File: src/rtl/pipeline_ctrl_pkg.sv
// Shared definitions for the pipeline hazard/sequencing controller and fetch/decode.
// Latency: n/a (types and constants only).
// Backpressure: n/a.
package pipeline_ctrl_pkg;

   localparam int REG_ADDR_W  = 5;
   localparam int DRAIN_CNT_W = 4;

   // Canonical NOP (addi x0,x0,0); fetch/decode inserts it when ID/EX is bubbled.
   localparam logic [31:0] NOP_INSTR = 32'h00000013;

   typedef enum logic [1:0] {
      RUN    = 2'd0,
      DRAIN  = 2'd1,
      HALTED = 2'd2
   } pc_state_e;

endpackage

File: src/rtl/pipeline_ctrl_hazard_detect.sv
// Load-use hazard detector: decode sources against the load currently in EX.
// Latency: purely combinational, zero cycles.
// Backpressure: none; the result feeds the stall/bubble equations in pipeline_ctrl.
module hazard_detect
   import pipeline_ctrl_pkg::*;
(
   input  logic                  dec_valid_i,
   input  logic [REG_ADDR_W-1:0] dec_rs1_i,
   input  logic [REG_ADDR_W-1:0] dec_rs2_i,
   input  logic                  dec_uses_rs1_i,
   input  logic                  dec_uses_rs2_i,
   input  logic [REG_ADDR_W-1:0] ex_rd_i,
   input  logic                  ex_load_i,
   output logic                  load_use_o
);

   logic rs1_hit;
   logic rs2_hit;

   // x0 is never a real dependency; unused sources never cause a stall.
   assign rs1_hit    = dec_uses_rs1_i & (dec_rs1_i == ex_rd_i);
   assign rs2_hit    = dec_uses_rs2_i & (dec_rs2_i == ex_rd_i);
   assign load_use_o = dec_valid_i & ex_load_i & (ex_rd_i != '0) & (rs1_hit | rs2_hit);

endmodule

File: src/rtl/pipeline_ctrl.sv
// Pipeline hazard/sequencing controller: load-use interlock, memory freeze, halt drain.
// Latency: stall/bubble/freeze combinational from inputs + state; counters registered.
// Backpressure: mem_busy freezes everything (except cycle_count); load_use defers halt.
// Optional feature: define PIPELINE_CTRL_PERF_EN to build the cycle/stall counters.
module pipeline_ctrl
   import pipeline_ctrl_pkg::*;
#(
   // Unfrozen cycles from halt acceptance to halted (EX, MEM, WB retire); legal 1..15.
   parameter int unsigned DRAIN_CYCLES = 3
) (
   input  logic                  clk,
   input  logic                  rst,
   input  logic                  dec_valid,
   input  logic [REG_ADDR_W-1:0] dec_rs1,
   input  logic [REG_ADDR_W-1:0] dec_rs2,
   input  logic                  dec_uses_rs1,
   input  logic                  dec_uses_rs2,
   input  logic [REG_ADDR_W-1:0] dec_rd,
   input  logic                  dec_reg_wrenable,
   input  logic                  dec_mem_to_reg,
   input  logic                  dec_halt,
   input  logic                  mem_busy,
   output logic                  should_stall,
   output logic                  idex_bubble,
   output logic                  pipe_freeze,
   output logic                  halted,
   output logic [31:0]           cycle_count,
   output logic [31:0]           stall_count
);

   pc_state_e               state_q;
   logic [DRAIN_CNT_W-1:0]  drain_cnt_q;
   logic [REG_ADDR_W-1:0]   ex_rd_q;
   logic [REG_ADDR_W-1:0]   ex_rd_d;
   logic                    ex_load_q;
   logic                    ex_load_d;
   logic                    load_use;
   logic                    not_run;
   logic                    halt_accept;

   hazard_detect u_hazard_detect (
      .dec_valid_i    (dec_valid),
      .dec_rs1_i      (dec_rs1),
      .dec_rs2_i      (dec_rs2),
      .dec_uses_rs1_i (dec_uses_rs1),
      .dec_uses_rs2_i (dec_uses_rs2),
      .ex_rd_i        (ex_rd_q),
      .ex_load_i      (ex_load_q),
      .load_use_o     (load_use)
   );

   assign not_run      = (state_q != RUN);
   assign pipe_freeze  = mem_busy;
   assign should_stall = mem_busy | load_use | not_run;
   assign idex_bubble  = ~mem_busy & (load_use | not_run);
   assign halted       = (state_q == HALTED);

   // Halt issues only from RUN, unfrozen, and never on top of a load-use stall.
   assign halt_accept  = (state_q == RUN) & dec_valid & dec_halt & ~load_use & ~mem_busy;

   // Next shadow of the ID/EX register: a bubble or empty decode never carries a load.
   always_comb begin
      ex_rd_d   = ex_rd_q;
      ex_load_d = 1'b0;
      if (!idex_bubble && dec_valid) begin
         ex_rd_d   = dec_rd;
         ex_load_d = dec_mem_to_reg & dec_reg_wrenable;
      end
   end

   // Shadow EX state tracks ID/EX and holds while the pipeline is frozen.
   always_ff @(posedge clk or posedge rst) begin
      if (rst) begin
         ex_rd_q   <= '0;
         ex_load_q <= 1'b0;
      end else if (!mem_busy) begin
         ex_rd_q   <= ex_rd_d;
         ex_load_q <= ex_load_d;
      end
   end

   // Run/drain/halt sequencing with the drain counter; frozen cycles do not count.
   always_ff @(posedge clk or posedge rst) begin
      if (rst) begin
         state_q     <= RUN;
         drain_cnt_q <= '0;
      end else if (!mem_busy) begin
         case (state_q)
            RUN: begin
               if (halt_accept) begin
                  state_q     <= DRAIN;
                  drain_cnt_q <= DRAIN_CNT_W'(DRAIN_CYCLES);
               end
            end
            DRAIN: begin
               drain_cnt_q <= drain_cnt_q - 1'b1;
               if (drain_cnt_q == DRAIN_CNT_W'(1)) begin
                  state_q <= HALTED;
               end
            end
            HALTED: begin
               state_q <= HALTED;
            end
            default: begin
               state_q     <= RUN;
               drain_cnt_q <= '0;
            end
         endcase
      end
   end

`ifdef PIPELINE_CTRL_PERF_EN
   logic [31:0] cycle_cnt_q;
   logic [31:0] stall_cnt_q;

   // Cycle counter runs until halted (even when frozen); stall counter counts RUN
   // stall edges that are not memory freezes.
   always_ff @(posedge clk or posedge rst) begin
      if (rst) begin
         cycle_cnt_q <= '0;
         stall_cnt_q <= '0;
      end else begin
         if (state_q != HALTED) begin
            cycle_cnt_q <= cycle_cnt_q + 32'd1;
         end
         if (should_stall && (state_q == RUN) && !mem_busy) begin
            stall_cnt_q <= stall_cnt_q + 32'd1;
         end
      end
   end

   assign cycle_count = cycle_cnt_q;
   assign stall_count = stall_cnt_q;
`else
   assign cycle_count = 32'd0;
   assign stall_count = 32'd0;
`endif

endmodule

File: config.mk
export PLATFORM = sky130hd
export DESIGN_NAME = pipeline_ctrl
export DESIGN_NICKNAME = d
export VERILOG_FILES = /design/src/rtl/pipeline_ctrl_pkg.sv /design/src/rtl/pipeline_ctrl_hazard_detect.sv /design/src/rtl/pipeline_ctrl.sv
export SDC_FILE = /design/constraint.sdc
export NUM_CORES = 1
export LEC_CHECK = 0
export ABC_CLOCK_PERIOD_IN_PS = 2500
export CORE_MARGIN = 2
export CORE_UTILIZATION = 32
export DETAILED_ROUTE_END_ITERATION = 12
export GPL_ROUTABILITY_DRIVEN = 0
export GPL_TIMING_DRIVEN = 0
export PLACE_DENSITY_LB_ADDON = 0.05
export SYNTH_ARGS = -nofsm -noshare
export SYNTH_HDL_FRONTEND = slang
export SYNTH_HIERARCHICAL = 1
export SYNTH_SLANG_ARGS = --single-unit
File: constraint.sdc
create_clock -name clk -period 2.5 [get_ports clk]
set_clock_uncertainty 0.2 [all_clocks]
set_input_delay 0.375 -clock clk [delete_from_list [all_inputs] [get_ports clk]]
set_output_delay 0.375 -clock clk [all_outputs]
set_load 0.01 [all_outputs]
Word level (Yosys, flattened, before mapping)
Cells that the tools add are included.

storage, ports and cells
  register bits = 12
  bits of input ports = 24
  output and inout bits = 68

cells by class
  add/subtract/negate cells = 1
  eq/ne operators = 7
  multiplexer cells = 6
  bitwise logic cells = 18
  reductions and logical operators = 8

operator list
  cell                 count
  $pmux 4 s3           1
  $and 1x1->1          11
  $eq 5x5->1           2
  $pmux 2 s3           1
  $reduce_and 3->1     2
  $reduce_bool 5->1    1
  $eq 4x1->1 const B   1
  $mux 2               2
  $mux 4               1
  $ne 2x2->1 const B   2
  $or 1x1->1           4
  $sub 4x1->4 const B  1
  $not 1->1            3
  $eq 2x1->1 const B   1
  $eq 2x2->1 const B   1
  $logic_not 2->1      1
  $reduce_and 2->1     1
  $reduce_bool 2->1    1
  $logic_and 1x1->1    1
  $logic_not 1->1      1
  $mux 1               1

Logic depth before layout (Yosys ltp)
  depth in word-level cells = 9
  depth in mapped cells = 7
  mapped depth without buffers = 7

Cells and area by module
The synthesis kept the hierarchy.

modules (own cells, without submodules)
  module         instances  cells each  area each (um^2)  seq. area each (um^2)
  pipeline_ctrl  1          123         1,163.6           300.3
  hazard_detect  1          17          135.1             0.0

Least setup slack after synthesis
Ideal clock, no wire load.

  kind = reg2reg
  start = reg ex_rd_q[2]
  end = reg ex_rd_q[0]
  library setup time = 0.128 ns
  arrival time = 2.017 ns
  path slack = 0.156 ns
  stages on the path, launching flop included = 7
  path buffers = 0
  path through = dfrtp_1 -> or4_1 -> o211ai_2 -> a21oi_1 -> or3b_4 -> nor2_4 -> mux2_1

on the way
  longest elaborated chain between the ends = 9
  elaborated cells between the ends (all ways) = 13
  those cells by class = eq/ne (2); bitwise (7); reduce/logical (4)

RTL lines
  what                                   RTL line                                                              RTL
  from (decl)                            pipeline_ctrl.sv:33                                                   logic [REG_ADDR_W-1:0] ex_rd_q;
  from (signal assigned)                 pipeline_ctrl.sv:77                                                   ex_rd_q <= ex_rd_d;
  $eq 5x5->1, on equally long branches   pipeline_ctrl_hazard_detect.sv:21, pipeline_ctrl_hazard_detect.sv:22
  $and 1x1->1, on equally long branches  pipeline_ctrl_hazard_detect.sv:21, pipeline_ctrl_hazard_detect.sv:22
  $or 1x1->1                             pipeline_ctrl_hazard_detect.sv:23                                     assign load_use_o = dec_valid_i & ex_load_i & (ex_rd_i != '0) & (rs1_hit | rs2_hit);
  $and 1x1->1 *                          pipeline_ctrl_hazard_detect.sv:23
  named net load_use                     pipeline_ctrl.sv:37                                                   logic load_use;
  $or 1x1->1 *                           pipeline_ctrl.sv:55                                                   assign idex_bubble = ~mem_busy & (load_use | not_run);
  $and 1x1->1 *                          pipeline_ctrl.sv:55
  $logic_not 1->1 *                      pipeline_ctrl.sv:65                                                   if (!idex_bubble && dec_valid) begin
  $logic_and 1x1->1 *                    pipeline_ctrl.sv:65
  $reduce_and 2->1 (no source line) *    -

Mark *: on every way through the listed nets, which the timed path passes. The rest lies on a longest branch.
A chain may end at the register's enable or synchronous reset.

Worst setup path in the final report
  start = reg ex_rd_q[2]
  end = out should_stall

on the way
  longest elaborated chain between the ends = 6
  elaborated cells between the ends (all ways) = 10
  those cells by class = eq/ne (2); bitwise (7); reduce/logical (1)

RTL lines
  what                                   RTL line                                                              RTL
  $eq 5x5->1, on equally long branches   pipeline_ctrl_hazard_detect.sv:21, pipeline_ctrl_hazard_detect.sv:22
  $and 1x1->1, on equally long branches  pipeline_ctrl_hazard_detect.sv:21, pipeline_ctrl_hazard_detect.sv:22
  $or 1x1->1                             pipeline_ctrl_hazard_detect.sv:23
  $and 1x1->1 *                          pipeline_ctrl_hazard_detect.sv:23
  named net load_use                     pipeline_ctrl.sv:37
  $or 1x1->1 * (2 in series)             pipeline_ctrl.sv:54                                                   assign should_stall = mem_busy | load_use | not_run;
  to (decl)                              pipeline_ctrl.sv:23                                                   output logic should_stall,

Marked as above.

==> metrics.txt <==
status=finished with violations; failing checks=setup timing; CTS tree=built; Critical Path Source Type=register; register area share after synthesis=0.2312; arrival time worst endpoint=slightly below 2 ns; Clock Latency Late Sink=around 0.24 ns; final setup vio count=1; reg2reg start=ex_rd_q[2]$_DFFE_PP0P_; Seq cells post-synth=12; Reg2Reg Depth=6; Register Area=about 300 µm²; Iter 0 DRT Violations=15; Port Buffer Count=27; Req. time, crit path=about 1.9 ns; unique cell type count in the Yosys netlist=29; Post-Place Cells=280; f_max=399.8 MHz; unrepaired setup endpoints after global routing=yes; Synthesis Warnings=6; worst-path maximum fanout=3; die width=between 60 and 70 µm; max-cap violation count=0; max-slew violation count=0; Final Non-Filler Cells=288; Chip Height=approximately 68 µm; Lkg Pwr=around 0.0011 µW; worst hold-check path type=in2async; post-route setup slack=-0.001239 ns; All-Layer GR Usage=0.1084; Die Area=4584 µm²; drt via density=about 3.5; grt total ovfl=0; Syn-to-layout area delta=53.37%; I/O pin cnt=between 90 and 100; fin util=0.5052; Filler Cell Count=369; R2R Setup Slk=0.10 ns; Max IR drop VDD=between 0.4 and 0.5 mV; share of cells above drive strength 1=0.3571; Reg clk slew, reported paths=0.06 ns; vias in the first global route=about 860; DR WL/cell=9.198 µm; Tcrit/Tclk final=1.000; CP Class=reg2out; Antenna Cells=0; post-layout net count=about 270; antenna violations before repair=0; crit end category=output pin; setup TNS=-0.001239 ns; first-pass GRT wire length=approximately 3.7 mm; Starting Density=0.3294; Hold WS=0.2633 ns; Mapped Cells=140; Detail Route Antenna Nets=0; crit path time final=~2.5 ns; largest net degree at the start of global routing=13; FF-to-FF End=ex_rd_q[1]$_DFFE_PP0P_; clock root buffer=clkbuf_8; htree depth=1; Cell Rows=23; clock sinks=12; DRT Pass-1 Iters=4; Final Instance Area=1992 µm²; Post-Syn Area=roughly 1300 µm²; Hold Buf Count CTS=0; Routed Wire Length=around 2.6 mm; post-synthesis average cell area=9.277 µm²; final hold vios=0; Detail Placement HPWL=approximately 2.2 mm; Num CTS Buffers=3; dpl cell area=roughly 1900 µm²; via count=1013; Multi-input gate area=726.9 µm²; Core Footprint=between 3000 and 4000 µm²; Pwr Density=around 640 nW/µm²; maximum buffer depth of the clock tree=2; drt drc=0
## cells in the final DEF (no fill, tap or decap), drive strengths merged, types with 3 or more instances in the layout
cell / count
a21oi: 3
buf: 72
clkbuf: 4
clkdlybuf4s50: 21
conb: 64
dfrtp: 12
dlymetal6s2s: 4
ha: 6
inv: 10
mux2: 7
nand3: 3
xor2: 8
## cell families (layout without fill, tap and decap cells)
kind of cell | Yosys count | after routing | share of synthesized area
flip-flops | 12 | 12 | 0.2312
AND/OR/NAND/NOR | 16 | 16 | 0.08575
buffers and inverters | 76 | 111 | 0.4104
adder cells (fa/ha/maj) | 6 | 6 | 0.05780
other | 1 | 64 | 0.002887
AO/OA/AOI/OAI | 12 | 12 | 0.08381
XOR/XNOR | 10 | 10 | 0.06744
multiplexers | 7 | 7 | 0.06070
## registers in the layout (all words and copies together) (netlist names)
register and cells:
ex_load_q 1, ex_rd_q 5, state_q 2, drain_cnt_q 4
## cells in the mapped netlist, drive strengths merged
master,count,share of area
conb,1,0.0029
nor2b,2,0.0096
o211ai,2,0.015
or3b,2,0.015
a32o,1,0.0077
inv,10,0.029
o32a,2,0.015
xnor2,2,0.013
a21oi,3,0.012
and3,1,0.0048
nand3b,1,0.0058
mux2,7,0.061
or2,1,0.0048
buf,66,0.38
o2bb2ai,1,0.0067
a221oi,2,0.018
a2111o,1,0.0087
ha,6,0.058
or3,1,0.0048
nor4,2,0.0096
nor2,1,0.0087
xor2,8,0.054
nand3,3,0.012
dfrtp,12,0.23
or4,1,0.0058
nand2b,1,0.0048
## metrics by stage
step	setup slack [ns]	power [µW]
final	-0.001239	1280
after global routing	-0.05898	1400
after CTS	0.001107	1263
after detailed placement	-0.4342	1001
after global placement	-0.4578	972.8
after floorplan	0.1558	829.1
## report_power, final
part           switching (µW)  internal (µW)  total (µW)
combinational             323            382         705
sequential               81.0            284         365
clock                    71.2            139         210
## how the worst max path moves through the flow
stage / from / cells past startpoint / endpoint / slack, ns
6_report: ex_rd_q[2]$_DFFE_PP0P_ / 5 / should_stall / -0.001
5_1_grt: ex_rd_q[2]$_DFFE_PP0P_ / 5 / should_stall / -0.06
4_1_cts: dec_rs1[1] / 8 / idex_bubble / 0.001
3_5_place_dp: dec_rs1[0] / 8 / idex_bubble / -0.43
3_3_place_gp: dec_rs2[2] / 8 / idex_bubble / -0.46
2_1_floorplan: ex_rd_q[2]$_DFFE_PP0P_ / 6 / ex_rd_q[0]$_DFFE_PP0P_ / 0.16
## per-layer routing
| layer | GRT usage | part of all wire | vias up |
|---|---|---|---|
| li1 | - | - | 527 |
| met1 | 0.1150 | 0.36 | 440 |
| met2 | 0.2034 | 0.52 | 44 |
| met3 | 0.02333 | 0.11 | 2 |
| met4 | 0.04592 | 0.0049 | 0 |
| met5 | 0 | 0 | - |
## critical path, stage by stage (launching register included)
cell and delay [ns]:
dfrtp_1 0.38, or4_4 0.53, o211ai_2 0.17, a21oi_2 0.07
or3b_4 0.40, buf_6 0.14
## cell type report
class                           instances  area share
Multi-Input combinational cell        115      0.3649
Buffer                                 66      0.2487
Timing Repair Buffer                   31      0.1577
Sequential cell                        12      0.1508
Tap cell                               50     0.03141
Clock buffer                            4     0.02764
Inverter                               10     0.01884
## repair_timing
| item | in CTS | in global routing |
|---|---|---|
| buffers inserted | 3 | 1 |
| endpoints found under the setup margin | 4 | 4 |
| resized for setup | 12 | 8 |
| pin swaps | 3 | 6 |
Power figures use the tool's default switching activity.
